## config.mk

```make
export PLATFORM = sky130hd
export DESIGN_NAME = regfile_sb
export DESIGN_NICKNAME = d
export VERILOG_FILES = /design/src/rtl/regfile_sb.sv
export SDC_FILE = /design/constraint.sdc
export NUM_CORES = 2
export LEC_CHECK = 0
export CORE_UTILIZATION = 50
export CTS_CLUSTER_DIAMETER = 150
export CTS_CLUSTER_SIZE = 25
export DETAILED_ROUTE_END_ITERATION = 16
export PLACE_DENSITY = 0.67
export REMOVE_ABC_BUFFERS = 1
export SLEW_MARGIN = 15
export SYNTH_ARGS = -nofsm -noshare
export SYNTH_HDL_FRONTEND = slang
export SYNTH_SLANG_ARGS = --single-unit
```

## constraint.sdc

```tcl
create_clock -name clk -period 9.3 [get_ports clk]
set_input_delay 1.86 -clock clk [delete_from_list [all_inputs] [get_ports clk]]
set_output_delay 1.86 -clock clk [all_outputs]
set_load 0.05 [all_outputs]
```

## src/rtl/regfile_sb.sv

```systemverilog
// Integer register file (2 async read, 2 sync write ports) with a pending late-write scoreboard.
// Optional macro REGFILE_BYPASS_EN enables same-cycle write-to-read forwarding.
module regfile_sb #(
    parameter int unsigned XLEN = 32,
    parameter int unsigned NREG = 32,
    parameter int unsigned AW   = $clog2(NREG)
) (
    input  logic            clk,
    input  logic            reset,
    input  logic [AW-1:0]   i_rs1_addr,
    input  logic [AW-1:0]   i_rs2_addr,
    output logic [XLEN-1:0] o_rd1_data,
    output logic [XLEN-1:0] o_rd2_data,
    output logic            o_rs1_busy,
    output logic            o_rs2_busy,
    input  logic            i_we_a,
    input  logic [AW-1:0]   i_wa_addr,
    input  logic [XLEN-1:0] i_wa_data,
    input  logic            i_we_b,
    input  logic [AW-1:0]   i_wb_addr,
    input  logic [XLEN-1:0] i_wb_data,
    input  logic            i_issue_valid,
    input  logic [AW-1:0]   i_issue_rd,
    output logic            o_hazard
);

    logic [NREG-1:0][XLEN-1:0] r_regs;
    logic [NREG-1:0]           r_busy;
    logic [NREG-1:0]           w_busy_next;
    logic                      w_wa_en;
    logic                      w_wb_en;

    assign w_wa_en = i_we_a && (i_wa_addr != '0);
    assign w_wb_en = i_we_b && (i_wb_addr != '0);

    // Set after clear so a fresh issue replaces the retiring late op.
    always_comb begin
        w_busy_next = r_busy;
        for (int r = 1; r < int'(NREG); r++) begin
            if (i_we_b && (i_wb_addr == AW'(r))) begin
                w_busy_next[r] = 1'b0;
            end
            if (i_issue_valid && (i_issue_rd == AW'(r))) begin
                w_busy_next[r] = 1'b1;
            end
        end
        w_busy_next[0] = 1'b0;
    end

    always_ff @(posedge clk or negedge reset) begin
        if (!reset) begin
            r_regs <= '0;
            r_busy <= '0;
        end else begin
            if (w_wa_en) begin
                r_regs[i_wa_addr] <= i_wa_data;
            end
            if (w_wb_en) begin
                r_regs[i_wb_addr] <= i_wb_data;
            end
            r_busy <= w_busy_next;
        end
    end

`ifdef REGFILE_BYPASS_EN
    logic w_rs1_clr;
    logic w_rs2_clr;

    assign w_rs1_clr = w_wb_en && (i_wb_addr == i_rs1_addr)
                       && !(i_issue_valid && (i_issue_rd == i_rs1_addr));
    assign w_rs2_clr = w_wb_en && (i_wb_addr == i_rs2_addr)
                       && !(i_issue_valid && (i_issue_rd == i_rs2_addr));

    always_comb begin
        o_rd1_data = r_regs[i_rs1_addr];
        if (w_wb_en && (i_wb_addr == i_rs1_addr)) begin
            o_rd1_data = i_wb_data;
        end else if (w_wa_en && (i_wa_addr == i_rs1_addr)) begin
            o_rd1_data = i_wa_data;
        end
    end

    always_comb begin
        o_rd2_data = r_regs[i_rs2_addr];
        if (w_wb_en && (i_wb_addr == i_rs2_addr)) begin
            o_rd2_data = i_wb_data;
        end else if (w_wa_en && (i_wa_addr == i_rs2_addr)) begin
            o_rd2_data = i_wa_data;
        end
    end

    assign o_rs1_busy = r_busy[i_rs1_addr] && !w_rs1_clr;
    assign o_rs2_busy = r_busy[i_rs2_addr] && !w_rs2_clr;
`else
    assign o_rd1_data = r_regs[i_rs1_addr];
    assign o_rd2_data = r_regs[i_rs2_addr];
    assign o_rs1_busy = r_busy[i_rs1_addr];
    assign o_rs2_busy = r_busy[i_rs2_addr];
`endif

    assign o_hazard = o_rs1_busy || o_rs2_busy || (i_issue_valid && r_busy[i_issue_rd]);

endmodule

```

* Word level (Yosys, flattened, before mapping)
Index checks and enable logic that the tools add are counted.
** Operators by class
- $lt $le $gt $ge :: 7
- Equal/unequal tests :: 62
- Multiplexer cells :: 80
- Reduce and logical (&&, ||, !) cells :: 102
** Operators with widths (count)
- bitwise mux 1024 bit :: 2
- two-way mux 1024 bit :: 2
- binary-select mux 32 bit (select 5 bit) :: 2
- demux 32 bit (select 5 bit) :: 2
- == test 5 bit (second input constant) :: 32
- two-way mux 32 bit :: 4
- == test 5 x 4 -> 1 bit (second input constant) :: 16
- logical AND 1 bit :: 67
- two-way mux 1 bit :: 65
- nonzero test 2 bit :: 31
- == test 5 x 3 -> 1 bit (second input constant) :: 8
- less-than comparator 5 x 6 -> 1 bit (second input constant) :: 5
- == test 5 x 2 -> 1 bit (second input constant) :: 4
- binary-select mux 1 bit (select 5 bit) :: 3
- == test 5 x 1 -> 1 bit (second input constant) :: 2
- >= comparator 5 x 1 -> 1 bit (second input constant) :: 2
- nonzero test 5 bit :: 2
- logical OR 1 bit :: 2
** Word-level totals
- Flip-flop bits (word level) :: 1055
- Bits of input ports :: 94
- Output and inout port bits :: 67

* Logic depth before layout (Yosys ltp)
- Depth after elaboration :: 8
- Gate-level depth with buffers :: 9

* Least setup slack after synthesis
Ideal clock, no wire load.
- Path type :: input port to output port
- Start point :: input port i_rs2_addr[1]
- End point :: output port o_hazard
- Arrival :: 4269 ps
- Data required time :: 7440 ps
- Setup slack :: 3171 ps
- Stages :: 7
- Cells stage by stage :: clkbuf_1 > buf_1 > mux4_2 > nand2b_1 > o211ai_1 > nand4_1 > a211o_1
** On the way
- Word-level cells in the longest chain between the ends :: 4
** Ends and longest elaborated chain
- from (decl) :: RTL line 11 : input logic [AW-1:0] i_rs2_addr,
- binary-select mux 1 bit (select 5 bit) :: RTL line 98 : assign o_rs2_busy = r_busy[i_rs2_addr];
- two-way mux 1 bit (implied by the code) :: RTL line 98
- via o_rs2_busy :: RTL line 15 : output logic o_rs2_busy,
- logical OR 1 bit (2 in series) :: RTL line 101 : assign o_hazard = o_rs1_busy || o_rs2_busy || (i_issue_valid && r_busy[i_issue_rd]);
- to (decl) :: RTL line 24 : output logic o_hazard
The timed path passes the listed nets, and every way through them passes these cells. The select of a mux whose other input is x is not followed.

* Worst setup path after layout
- Start point :: input port i_rs1_addr[0]
- End point :: output port o_rd1_data[11]
** On the way
- Word-level cells in the longest chain between the ends :: 2
** Ends and longest elaborated chain
- from (decl) :: RTL line 10 : input logic [AW-1:0] i_rs1_addr,
- binary-select mux 32 bit (select 5 bit) :: RTL line 95 : assign o_rd1_data = r_regs[i_rs1_addr];
- two-way mux 32 bit (implied by the code) :: RTL line 95
- to (decl) :: RTL line 12 : output logic [XLEN-1:0] o_rd1_data,
No other way between the ends. The select of a mux whose other input is x is not followed.

==> impl_metrics.env <==
export IMPL_async_reset_ff_share_pct=100.0
export IMPL_htree_levels=2
export IMPL_grt_pass1_wl_um=336300
export IMPL_crit_type="input port to output port"
export IMPL_cts_resized=0
export IMPL_coreArea_um2=128000
export IMPL_power_density_nw_per_um2=199.1
export IMPL_pin_count=161
export IMPL_drive_gt1_share_pct=18.85
export IMPL_placed_area_um2=67020
export IMPL_p_leak_nw=29.69
export IMPL_cp_required_ns=7.44
export IMPL_cts_sinks=1055
export IMPL_finalSetupViolations=0
export IMPL_cts_buffer_depth=3
export IMPL_fmax_ghz=0.1438
export IMPL_cp_common_cell="mux4_2"
export IMPL_die_h_um=361.8
export IMPL_numCtsBuffers=48
export IMPL_synth_edff_count=0
export IMPL_vias_per_cell=7.018
export IMPL_crit_buf_inv=3
export IMPL_final_cell_mix="1055 x dfrtp_1, 768 x mux2i_1, 654 x mux4_2"
export IMPL_power_mw=13.57
export IMPL_rows=131
export IMPL_ant_nets=0
export IMPL_drtPass1Iterations=7
export IMPL_worstMarginPinSlew_ns=1.248
export IMPL_hold_viol_final=0
export IMPL_grt_ovfl_total=0
export IMPL_worstPathMaxFanout=54
export IMPL_syn_inst=5772
export IMPL_drt_total_wl_um=227800
export IMPL_slowest_stage="clkdlybuf4s50_1"
export IMPL_cts_tree="done"
export IMPL_nNetsFinal=5435
export IMPL_finalCritPeriodShare_pct=74.78
export IMPL_ys_types=42
export IMPL_synth_top_flop_cell="dfrtp_1"
export IMPL_die_w_um=361.8
export IMPL_setup_slack_ns=2.345
export IMPL_ir_drop_uv=154.2
export IMPL_drtIter0Drc=7301
export IMPL_initial_core_util_pct=50.57
export IMPL_routedWlPerCell_um=32.19
export IMPL_fin_skew_ns=0
export IMPL_critPathTopFamily="buffers and inverters"
export IMPL_tns_ns=0
export IMPL_io_buffers=160
export IMPL_hold_buffers=0
export IMPL_cts_setup_buffers=0
export IMPL_synth_seq_cells=1055
export IMPL_dp_worst_setup_slack_ns=2.324
export IMPL_drc=0
export IMPL_die_area_um2=130900
export IMPL_start_kind="input port"
export IMPL_cp_end_kind="output port"
export IMPL_n_fill_cell=10889
export IMPL_path_clk_slew_ns=0.10
export IMPL_rsz0062_at_grt="no"
export IMPL_max_slew_margin_rel_pct=16.53
export IMPL_hp_class="flip-flop to flip-flop"
export IMPL_cp_cell_sequence="buf_8 -> buf_12 -> mux4_2 -> mux4_2 -> mux2_2 -> clkdlybuf4s50_1"
export IMPL_ys_seq_area_share_pct=40.78
export IMPL_grt_antenna_before_repair=7
export IMPL_cp_data_arrival_time_ns=5.09
export IMPL_clk_latency_ns=0.71
export IMPL_hpwl_um=122800
export IMPL_drv_slew=0
export IMPL_fin_util_pct=53.24
export IMPL_yosysWarnings=0
export IMPL_syn_avg_cell_area_um2=11.22
export IMPL_root_buffer="clkbuf_16"
export IMPL_grt_max_degree=183
export IMPL_vias=49665
export IMPL_grt_pass1_vias=48420
export IMPL_grt_usage_pct=34.80
export IMPL_gp_congestion=0.8744
export IMPL_drv_cap=0
export IMPL_post_route_min_period_ns=6.955
export IMPL_final_common_cell="dfrtp_1"
export IMPL_outcome="complete, no violations"
export IMPL_max_stage_delay_ns=0.72
export IMPL_synth_cell_area_um2=64740
export IMPL_fin_area_um2=68150
export IMPL_area_delta_synth_final_pct=5.271
routing by layer:
layer	wire length (um)	up-vias	part of all wire, %	GRT usage (%)
met5	70	-	0.031	0
met4	10830	12	4.8	14.56
met3	28390	607	12	9.544
met2	101800	3323	45	51.77
met1	86700	25194	38	48.21
li1	-	20529	-	-
Yosys cell counts (11+ instances only):
library cell	count	area share (%)
nand3_1	15	0.12
mux2i_1	768	12
buf_6	16	0.28
o21ai_0	388	3.0
mux2_2	72	1.3
dfrtp_1	1055	41
a32oi_1	228	3.1
buf_1	64	0.37
nor2b_1	11	0.11
buf_2	78	0.60
mux4_2	654	23
o21ai_1	140	1.1
nor2_1	514	3.0
clkbuf_1	587	3.4
nand2b_1	14	0.14
a21oi_1	472	3.6
inv_1	13	0.075
nand2_1	587	3.4
a31oi_1	15	0.14
cell families after synthesis:
group                  after synthesis  synth area share, %
and+or+nand+nor                   1184                7.194
DFF                               1055                40.78
AOI/OAI and AO/OA                 1272                11.31
muxes                             1494                35.88
buffers and inverters              767                4.836
worst register-to-register path, stage by stage (launching register included):
cell     delay, ns
dfrtp_1       0.45
a32oi_1       0.19
o21ai_0       0.10
state kept, by name, summed over array words and instances (netlist names):
name and count:
r_busy 31, r_regs 1024
per-stage QoR:
| stage | std cells | hold slack, ns |
|---|---|---|
| after floorplan | 5018 | 0.3653 |
| after global placement | 7020 | 0.3763 |
| after detailed placement | 7020 | 0.3833 |
| after CTS | 7072 | 0.4067 |
| after global routing | 7073 | 0.4189 |
| final | 7077 | 0.4041 |
layout make-up:
cell class | count | area [um^2] | share of cell area, %
tap | 1729 | 2163 | 3.174
clock inverter | 3 | 37.54 | 0.05508
timing repair buffer | 273 | 2582 | 3.789
sequential | 1055 | 26400 | 38.74
antenna | 5 | 12.51 | 0.01836
inverter | 13 | 48.80 | 0.07160
multi-input combinational | 3950 | 35680 | 52.35
clock buffer | 49 | 1226 | 1.799
path summary, 6_finish.rpt:
| path | endpoint | depth (start not counted) | slack (ns) | start |
|---|---|---|---|---|
| min in group asynchronous | r_regs[282]$_DFF_PN0_ | 1 | 1.18 | reset |
| max in group asynchronous | r_regs[312]$_DFF_PN0_ | 3 | 6.13 | reset |
| setup reg to reg | r_regs[729]$_DFF_PN0_ | 2 | 8.42 | r_regs[729]$_DFF_PN0_ |
| setup / recovery | o_rd1_data[11] | 6 | 2.35 | i_rs1_addr[0] |
| hold / removal | r_regs[28]$_DFF_PN0_ | 0 | 0.40 | r_regs[28]$_DFF_PN0_ |
| hold reg to reg | r_regs[28]$_DFF_PN0_ | 0 | 0.40 | r_regs[28]$_DFF_PN0_ |
report_power, final:
part | total [mW] | internal [mW] | leakage (nW) | switching, mW
clock network | 2.52 | 0.955 | 0.623 | 1.57
registers | 6.72 | 5.75 | 13.0 | 0.968
logic | 4.33 | 2.35 | 16.1 | 1.98
total | 13.6 | 9.05 | 29.7 | 4.51
Power figures use the tool's default switching activity.
